File: config.mk
export PLATFORM = sky130hd
export DESIGN_NAME = fir_output_quantizer
export DESIGN_NICKNAME = d
export VERILOG_FILES = /design/src/rtl/fir_output_quantizer.sv
export SDC_FILE = /design/constraint.sdc
export NUM_CORES = 1
export LEC_CHECK = 0
export ABC_CLOCK_PERIOD_IN_PS = 3200
export CAP_MARGIN = 5
export CORE_UTILIZATION = 40
export CTS_BUF_LIST = sky130_fd_sc_hd__clkbuf_4 sky130_fd_sc_hd__clkbuf_8 sky130_fd_sc_hd__clkbuf_16
export DETAILED_ROUTE_END_ITERATION = 6
export PLACE_DENSITY = 0.61
export SYNTH_ARGS = -nofsm -noshare
export SYNTH_HDL_FRONTEND = slang
export SYNTH_SLANG_ARGS = --single-unit
File: constraint.sdc
create_clock -name clk -period 3.2 [get_ports clk]
set_clock_uncertainty 0.2 [all_clocks]
set_input_delay 0.8 -clock clk [delete_from_list [all_inputs] [get_ports clk]]
set_output_delay 0.8 -clock clk [all_outputs]
set_load 0.01 [all_outputs]
File: src/rtl/fir_output_quantizer.sv
// fir_output_quantizer
//   Output stage of the FIR filter. Each full-precision FIR result is captured
//   on its one-cycle valid pulse, rounded half-up, arithmetically shifted right
//   by SHIFT and saturated to a signed OUT_WIDTH value. Quantized samples are
//   queued in a DEPTH-entry FIFO drained through a valid/ready port.
//
//   Handshake: a sample transfers on every rising clk edge where
//   out_valid && out_ready. out_valid means the FIFO is not empty, and
//   out_data holds stable while out_valid=1 and out_ready=0. There is no
//   backpressure toward the FIR. A result that arrives while the FIFO is full
//   (and nothing is popped that cycle) is dropped and flagged.
//
// Ports
//   clk        in   rising-edge clock
//   rst        in   asynchronous reset, active-low
//   fir_result in   IN_WIDTH two's complement FIR result
//   fir_valid  in   one-cycle pulse, fir_result valid
//   out_data   out  head-of-FIFO quantized sample (0 when empty)
//   out_valid  out  FIFO not empty
//   out_ready  in   consumer accepts out_data
//   level      out  FIFO occupancy 0..DEPTH
//   sat_flag   out  sticky: a clipped sample was written to the FIFO
//   overflow   out  sticky: a result was dropped on a full FIFO
//   clr_flags  in   synchronous clear of both sticky flags (set wins)
module fir_output_quantizer #(
    parameter int WIDTH     = 16,
    parameter int LENGHT    = 100,
    parameter int OUT_WIDTH = 16,
    parameter int SHIFT     = 15,
    parameter int DEPTH     = 4,
    localparam int IN_WIDTH = $clog2(LENGHT) + 2 * WIDTH,
    localparam int PW       = $clog2(DEPTH) + 1
) (
    input  logic                 clk,
    input  logic                 rst,
    input  logic [IN_WIDTH-1:0]  fir_result,
    input  logic                 fir_valid,
    output logic [OUT_WIDTH-1:0] out_data,
    output logic                 out_valid,
    input  logic                 out_ready,
    output logic [PW-1:0]        level,
    output logic                 sat_flag,
    output logic                 overflow,
    input  logic                 clr_flags
);

    localparam int AW = PW - 1;

    // Rounding constant 2^(SHIFT-1); the shift-then-halve form gives 0 for SHIFT=0.
    localparam logic signed [IN_WIDTH:0] RND_ONE = (IN_WIDTH + 1)'(1);
    localparam logic signed [IN_WIDTH:0] RND     = (RND_ONE <<< SHIFT) >>> 1;

    // Saturation bounds expressed at the extended working width.
    localparam logic signed [IN_WIDTH:0] Q_MAX =
        {{(IN_WIDTH + 2 - OUT_WIDTH){1'b0}}, {(OUT_WIDTH - 1){1'b1}}};
    localparam logic signed [IN_WIDTH:0] Q_MIN =
        {{(IN_WIDTH + 2 - OUT_WIDTH){1'b1}}, {(OUT_WIDTH - 1){1'b0}}};

    // ---------------- Stage 1: round, shift, saturate ----------------
    logic signed [IN_WIDTH:0] sum;
    logic signed [IN_WIDTH:0] q;
    logic [OUT_WIDTH-1:0]     q_data;
    logic                     q_sat;

    always_comb begin
        // One extra bit keeps the rounding add from wrapping at the positive limit.
        sum    = $signed({fir_result[IN_WIDTH-1], fir_result}) + RND;
        q      = sum >>> SHIFT;
        q_data = q[OUT_WIDTH-1:0];
        q_sat  = 1'b0;
        if (q > Q_MAX) begin
            q_data = Q_MAX[OUT_WIDTH-1:0];
            q_sat  = 1'b1;
        end else if (q < Q_MIN) begin
            q_data = Q_MIN[OUT_WIDTH-1:0];
            q_sat  = 1'b1;
        end
    end

    logic                 s1_valid;
    logic [OUT_WIDTH-1:0] s1_data;
    logic                 s1_sat;

    always_ff @(posedge clk or negedge rst) begin
        if (!rst) begin
            s1_valid <= 1'b0;
            s1_data  <= '0;
            s1_sat   <= 1'b0;
        end else begin
            s1_valid <= fir_valid;
            if (fir_valid) begin
                s1_data <= q_data;
                s1_sat  <= q_sat;
            end
        end
    end

    // ---------------- Stage 2: FIFO ----------------
    logic [OUT_WIDTH-1:0] mem [DEPTH];
    logic [PW-1:0]        wr_ptr;
    logic [PW-1:0]        rd_ptr;
    logic                 full;
    logic                 empty;
    logic                 pop;
    logic                 push;
    logic                 drop;

    always_comb begin
        empty = (wr_ptr == rd_ptr);
        full  = (wr_ptr[AW] != rd_ptr[AW]) && (wr_ptr[AW-1:0] == rd_ptr[AW-1:0]);
        pop   = !empty && out_ready;
        // A pop frees the slot in the same cycle, so a full FIFO still accepts.
        push  = s1_valid && (!full || pop);
        drop  = s1_valid && full && !pop;
    end

    always_ff @(posedge clk) begin
        if (push) begin
            mem[wr_ptr[AW-1:0]] <= s1_data;
        end
    end

    always_ff @(posedge clk or negedge rst) begin
        if (!rst) begin
            wr_ptr   <= '0;
            rd_ptr   <= '0;
            sat_flag <= 1'b0;
            overflow <= 1'b0;
        end else begin
            if (push) begin
                wr_ptr <= wr_ptr + 1'b1;
            end
            if (pop) begin
                rd_ptr <= rd_ptr + 1'b1;
            end
            // Set events take priority over the clear.
            if (push && s1_sat) begin
                sat_flag <= 1'b1;
            end else if (clr_flags) begin
                sat_flag <= 1'b0;
            end
            if (drop) begin
                overflow <= 1'b1;
            end else if (clr_flags) begin
                overflow <= 1'b0;
            end
        end
    end

    always_comb begin
        out_valid = !empty;
        out_data  = empty ? '0 : mem[rd_ptr[AW-1:0]];
        level     = wr_ptr - rd_ptr;
    end

endmodule

-- Word-level counts from Yosys, hierarchy flattened
Memories as Yosys holds them, arrays and structs flattened.
Cells that the tools add are included.
- bits in latches: 0
- bits in writable memories: 64
- memories kept: 1
- register bits: 26
- output and inout bits: 22
- logic and storage cells: 39
- memory bits (read-only): 0
- input port bits: 44
- memory list (name ; depth ; width ; read ports ; clocked after Yosys merged registers in ; write ports ; line ; RTL):
    mem ; 4 ; 16 ; 1 ; 0 ; 1 ; 99 ; logic [OUT_WIDTH-1:0] mem [DEPTH];
- mux-type cells: 10
- shift-type cells: 0
- bitwise operators: 0
- $mul: 0
- $add $sub $neg: 4
- reductions and logical operators: 12
- $lt $le $gt $ge: 2
- equality and inequality tests: 3
- divide/modulo/power cells: 0
- operators by type and width (kind ; number):
    $mux 16 ; 3
    $add 39x16->40 const B ; 1
    $gt 25x16->1 const B ; 1
    $lt 25x16->1 const B ; 1
    $mux 1 ; 7
    $add 3x1->3 const B ; 2
    $logic_and 1x1->1 ; 6
    $reduce_bool 2->1 ; 2
    $eq 3x3->1 ; 1
    $logic_not 1->1 ; 3
    $sub 3x3->3 ; 1
    $eq 2x2->1 ; 1
    $logic_or 1x1->1 ; 1
    $ne 1x1->1 ; 1

-- Logic depth before layout (Yosys ltp)
- depth in word-level cells: 7
- mapped depth: 10
- mapped depth without buffers: 8

-- Least setup slack after synthesis
Ideal clock, no wire load.
- kind: input to register
- start point: input fir_result[17]
- end point: register s1_data[6]
- slack: -0.102 ns
- library setup time: 0.127 ns
- buffers on the path: 2
- stages: 9
- arrival time: 2.975 ns
- path through: buf_2 > nand4_2 > or4_4 > or3_1 > o311ai_2 > o211ai_2 > o311ai_4 > buf_6 > a31oi_1
- cells in the longest elaborated chain, start to end: 4
- elaborated cells on any way between the ends: 5
- classes of those cells: add/sub (1); order compare (2); mux (2)
- ends and longest elaborated chain (what ; line ; RTL):
    start: declaration ; 36 ; input logic [IN_WIDTH-1:0] fir_result,
    $add 39x16->40 * ; 67 ; sum = $signed({fir_result[IN_WIDTH-1], fir_result}) + RND;
    $lt 25x16->1 ; 74 ; end else if (q < Q_MIN) begin
    $mux 16 ; 74 ;
    $mux 16 * ; 71 ; if (q > Q_MAX) begin
    end signal: assignment ; 92 ; s1_data <= q_data;
    end: declaration ; 81 ; logic [OUT_WIDTH-1:0] s1_data;
Every way passes the cells marked *; elsewhere a longest branch is shown, timed or not.
A chain may end at the register's enable or synchronous reset.

-- Final worst setup path
- start point: input fir_result[24]
- end point: register s1_data[12]
The elaborated chain is that of the path after synthesis.

==> reports/results.ini <==
[power]
power.share.switching = 0.302
pwr-share-clk = 0.165
p_sw_mw = 1.26
combPwrFrac = 0.442
p_int_mw = 2.92
vdd_ir_drop_max_mv = 0.383
leakage_nw = 2.27
seqPwrFrac = 0.392
power.density_mw_per_mm2 = 725

[drt]
ant_nets = 0
first_pass_iters = 4
drt-total-wl_um = 8840
drt_iter0_drc = 153
post_drt_wl_per_cell_um = 15.2
vias_per_cell = 5.07
dr_total_vias = 2939
drc_errors = 0

[setup_path]
path_buf_inv = 3
worst_setup_path_end_kind = register
crit_fanout = 8
cp_data_arrival_time_ns = 3.15
crit_path_start = fir_result[24]
crit_path_end = s1_data[12]
r2r-start = wr_ptr[0]
cp-start-kind = primary input
critical_path_required_ns = 3.23
rrSetupSlack_ns = 0.92
crit_family = simple AND/OR/NAND/NOR gates
criticalPathCategory = in -> reg
max_stage_delay_ns = 0.59
crit_top_cell = o311ai_4
worstRegToRegCells = 7
crit_chain = clkdlybuf4s15_1 > nand3_2 > or4_4 > or3_4 > o311ai_4 > o211ai_2 > o311ai_4 > buf_4 > buf_12 > a31oi_1
slowest_stage = or4_4
cp.depth = 10
r2r-end = mem[3][5]

[timing]
tightestPinTransition_ns = 0.429
fmax_mhz = 320
period_needed_ns = 3.12
setup_viol = 0
fin_crit_sh = 0.975
hold_viol_final = 0
slew_violations = 0
fin_setup_tns_ns = 0
slew_headroom = 0.714

[synthesis]
synth_xor_area_frac = 0.0409
synthArstFlopShare = 0.289
synth-compound-area-share = 0.0707
ys_seq_elements = 90
synth_nets = 372
syn_avg_cell_area_um2 = 13.4
synth_edf_count = 64
syn-instance-count = 319
synth_top_family_by_area = simple AND/OR/NAND/NOR gates
ys.flop_type = edfxtp_1
synth_cell_types = 49
seq_area_frac_synth = 0.601
synthMuxAreaShare = 0.0894
syn_area_mm2 = 0.00428
yosys.area_share.adder = 0.0281
yosysWarningCount = 0
yosys.area_share.simple = 0.146

[global_route]
gr-total-overflow = 0
grt_antenna_before_repair = 0
first_global_vias = 2975
grt.total_usage = 0.169
grt_max_degree = 27
grt_pass1_wl_um = 14400

[clock_tree]
cts.sinks = 90
cts_made_buffers = 9
htreeDepth = 3
clk_pin_slew_ns = 0.08
clock_latency_ns = 0.35
root_buffer = clkbuf_8
cts.path.max_buffers = 2
cts_tree = done
cts_hold_buf = 0

[job]
cap_violations = 0

[die]
dieWidth_um = 105
die-area_mm2 = 0.0111
core_area_mm2 = 0.0104
io_pins = 66
die_h_um = 105
initial_utilization = 0.413
row_count = 37

[min_path]
hp-class = reg -> reg
min_from = wr_ptr[2]

[cells_and_area]
finalCoreUtilization = 0.556
drive_above_1_share = 0.286
fin_nets = 492
mostFrequentLayoutCells = edfxtp_1, buf_4, nand2_1, clkdlybuf4s50_1, dfrtp_1
antenna-diode-count = 0
area_growth_pct = 34.5

[place]
io_buffer_count = 51
hpwl_um = 6280
routabilityCongestion = 0.860

[outcome]
status = finished, final reports clean

-- cell type report --
cell class                 instances  area [µm²]
timing repair buffer             122        1140
multi-input combinational        205        1660
fill                             895        4610
sequential                        90        2570
clock buffer                      13         160
tap                              136         170
inverter                          11        41.3
clock inverter                     3        16.3
-- worst min-delay path by stage --
stage	end	cells past startpoint
global route	wr_ptr[2]	1
floorplan	overflow	2
finish	wr_ptr[2]	1
global placement	overflow	2
detailed placement	wr_ptr[2]	1
CTS	wr_ptr[2]	1
-- per-layer routing --
metal | global-route usage | share of wire | wire [µm]
met5 | 0 | 0 | 0
met4 | 0.0845 | 0.020 | 174
met3 | 0.0204 | 0.026 | 227
met2 | 0.288 | 0.50 | 4410
met1 | 0.212 | 0.46 | 4030
-- synth_stat cells, types with 2 or more instances --
cell | count | area, µm²
a21o_1 | 2 | 15.0
a21oi_1 | 2 | 10.0
a31oi_1 | 16 | 100
and2_1 | 22 | 138
and3_1 | 5 | 31.3
buf_2 | 2 | 10.0
clkbuf_1 | 8 | 30.0
dfrtp_1 | 26 | 651
edfxtp_1 | 64 | 1920
ha_1 | 8 | 100
inv_1 | 11 | 41.3
mux2_2 | 2 | 22.5
mux4_2 | 16 | 360
nand2_1 | 29 | 109
nand3_1 | 13 | 65.1
nand3_2 | 2 | 20.0
nand4_1 | 5 | 31.3
nor2_1 | 23 | 86.3
nor3_1 | 4 | 20.0
nor4_1 | 5 | 31.3
o21ai_0 | 5 | 25.0
o31a_2 | 2 | 20.0
or3_1 | 2 | 12.5
or4_1 | 2 | 15.0
xnor2_1 | 15 | 131
xor2_1 | 5 | 43.8
-- what timing repair did --
item / in CTS / in global routing
gates cloned: 1 / 0
endpoints found under the setup margin: 32 / 33
pin swaps: 10 / 17
setup buffers: 7 / 5
resized for setup: 21 / 20
-- logic make-up (layout without fill, tap and decap cells) --
| family | Yosys count | count (layout) |
|---|---|---|
| and+or+nand+nor | 119 | 119 |
| AOI/OAI and AO/OA | 39 | 39 |
| adders and majority gates | 9 | 9 |
| muxes | 18 | 18 |
| xor gates and xnor gates | 20 | 20 |
| buffers and inverters | 24 | 149 |
| DFF | 90 | 90 |
-- power by group through the flow --
stage               logic [mW]  registers [mW]  clock network [mW]
finish                    1.85            1.64               0.691
global placement          1.82            1.66                   0
global route              2.01            1.66               0.748
detailed placement        1.83            1.67                   0
floorplan                0.980            1.63                   0
CTS                       1.85            1.65               0.705
-- through the flow --
stage	area, µm²	cells	setup WS (ns)	hold slack, ns	power (mW)
detailed placement	5380	551	-0.691	0.285	3.50
floorplan	4290	319	0.0418	0.242	2.61
global placement	5380	551	-0.657	0.269	3.48
global route	5760	580	-0.00200	0.316	4.43
CTS	5660	575	0.000966	0.300	4.21
finish	5760	580	0.0793	0.294	4.18
-- worst register-to-register path: cells and delay by family, from the launching register on --
family                   cells  cell delay, ns
flip-flops                   1            0.38
AND/OR/NAND/NOR              4            0.71
buffers and inverters        2            0.35
adder cells (fa/ha/maj)      1            0.32
-- flip-flops by register name, summed over array words and instances (netlist names) --
name,cells
mem,64
s1_data,16
rd_ptr,3
wr_ptr,3
overflow,1
s1_sat,1
s1_valid,1
sat_flag,1
Power figures use the tool's default switching activity.
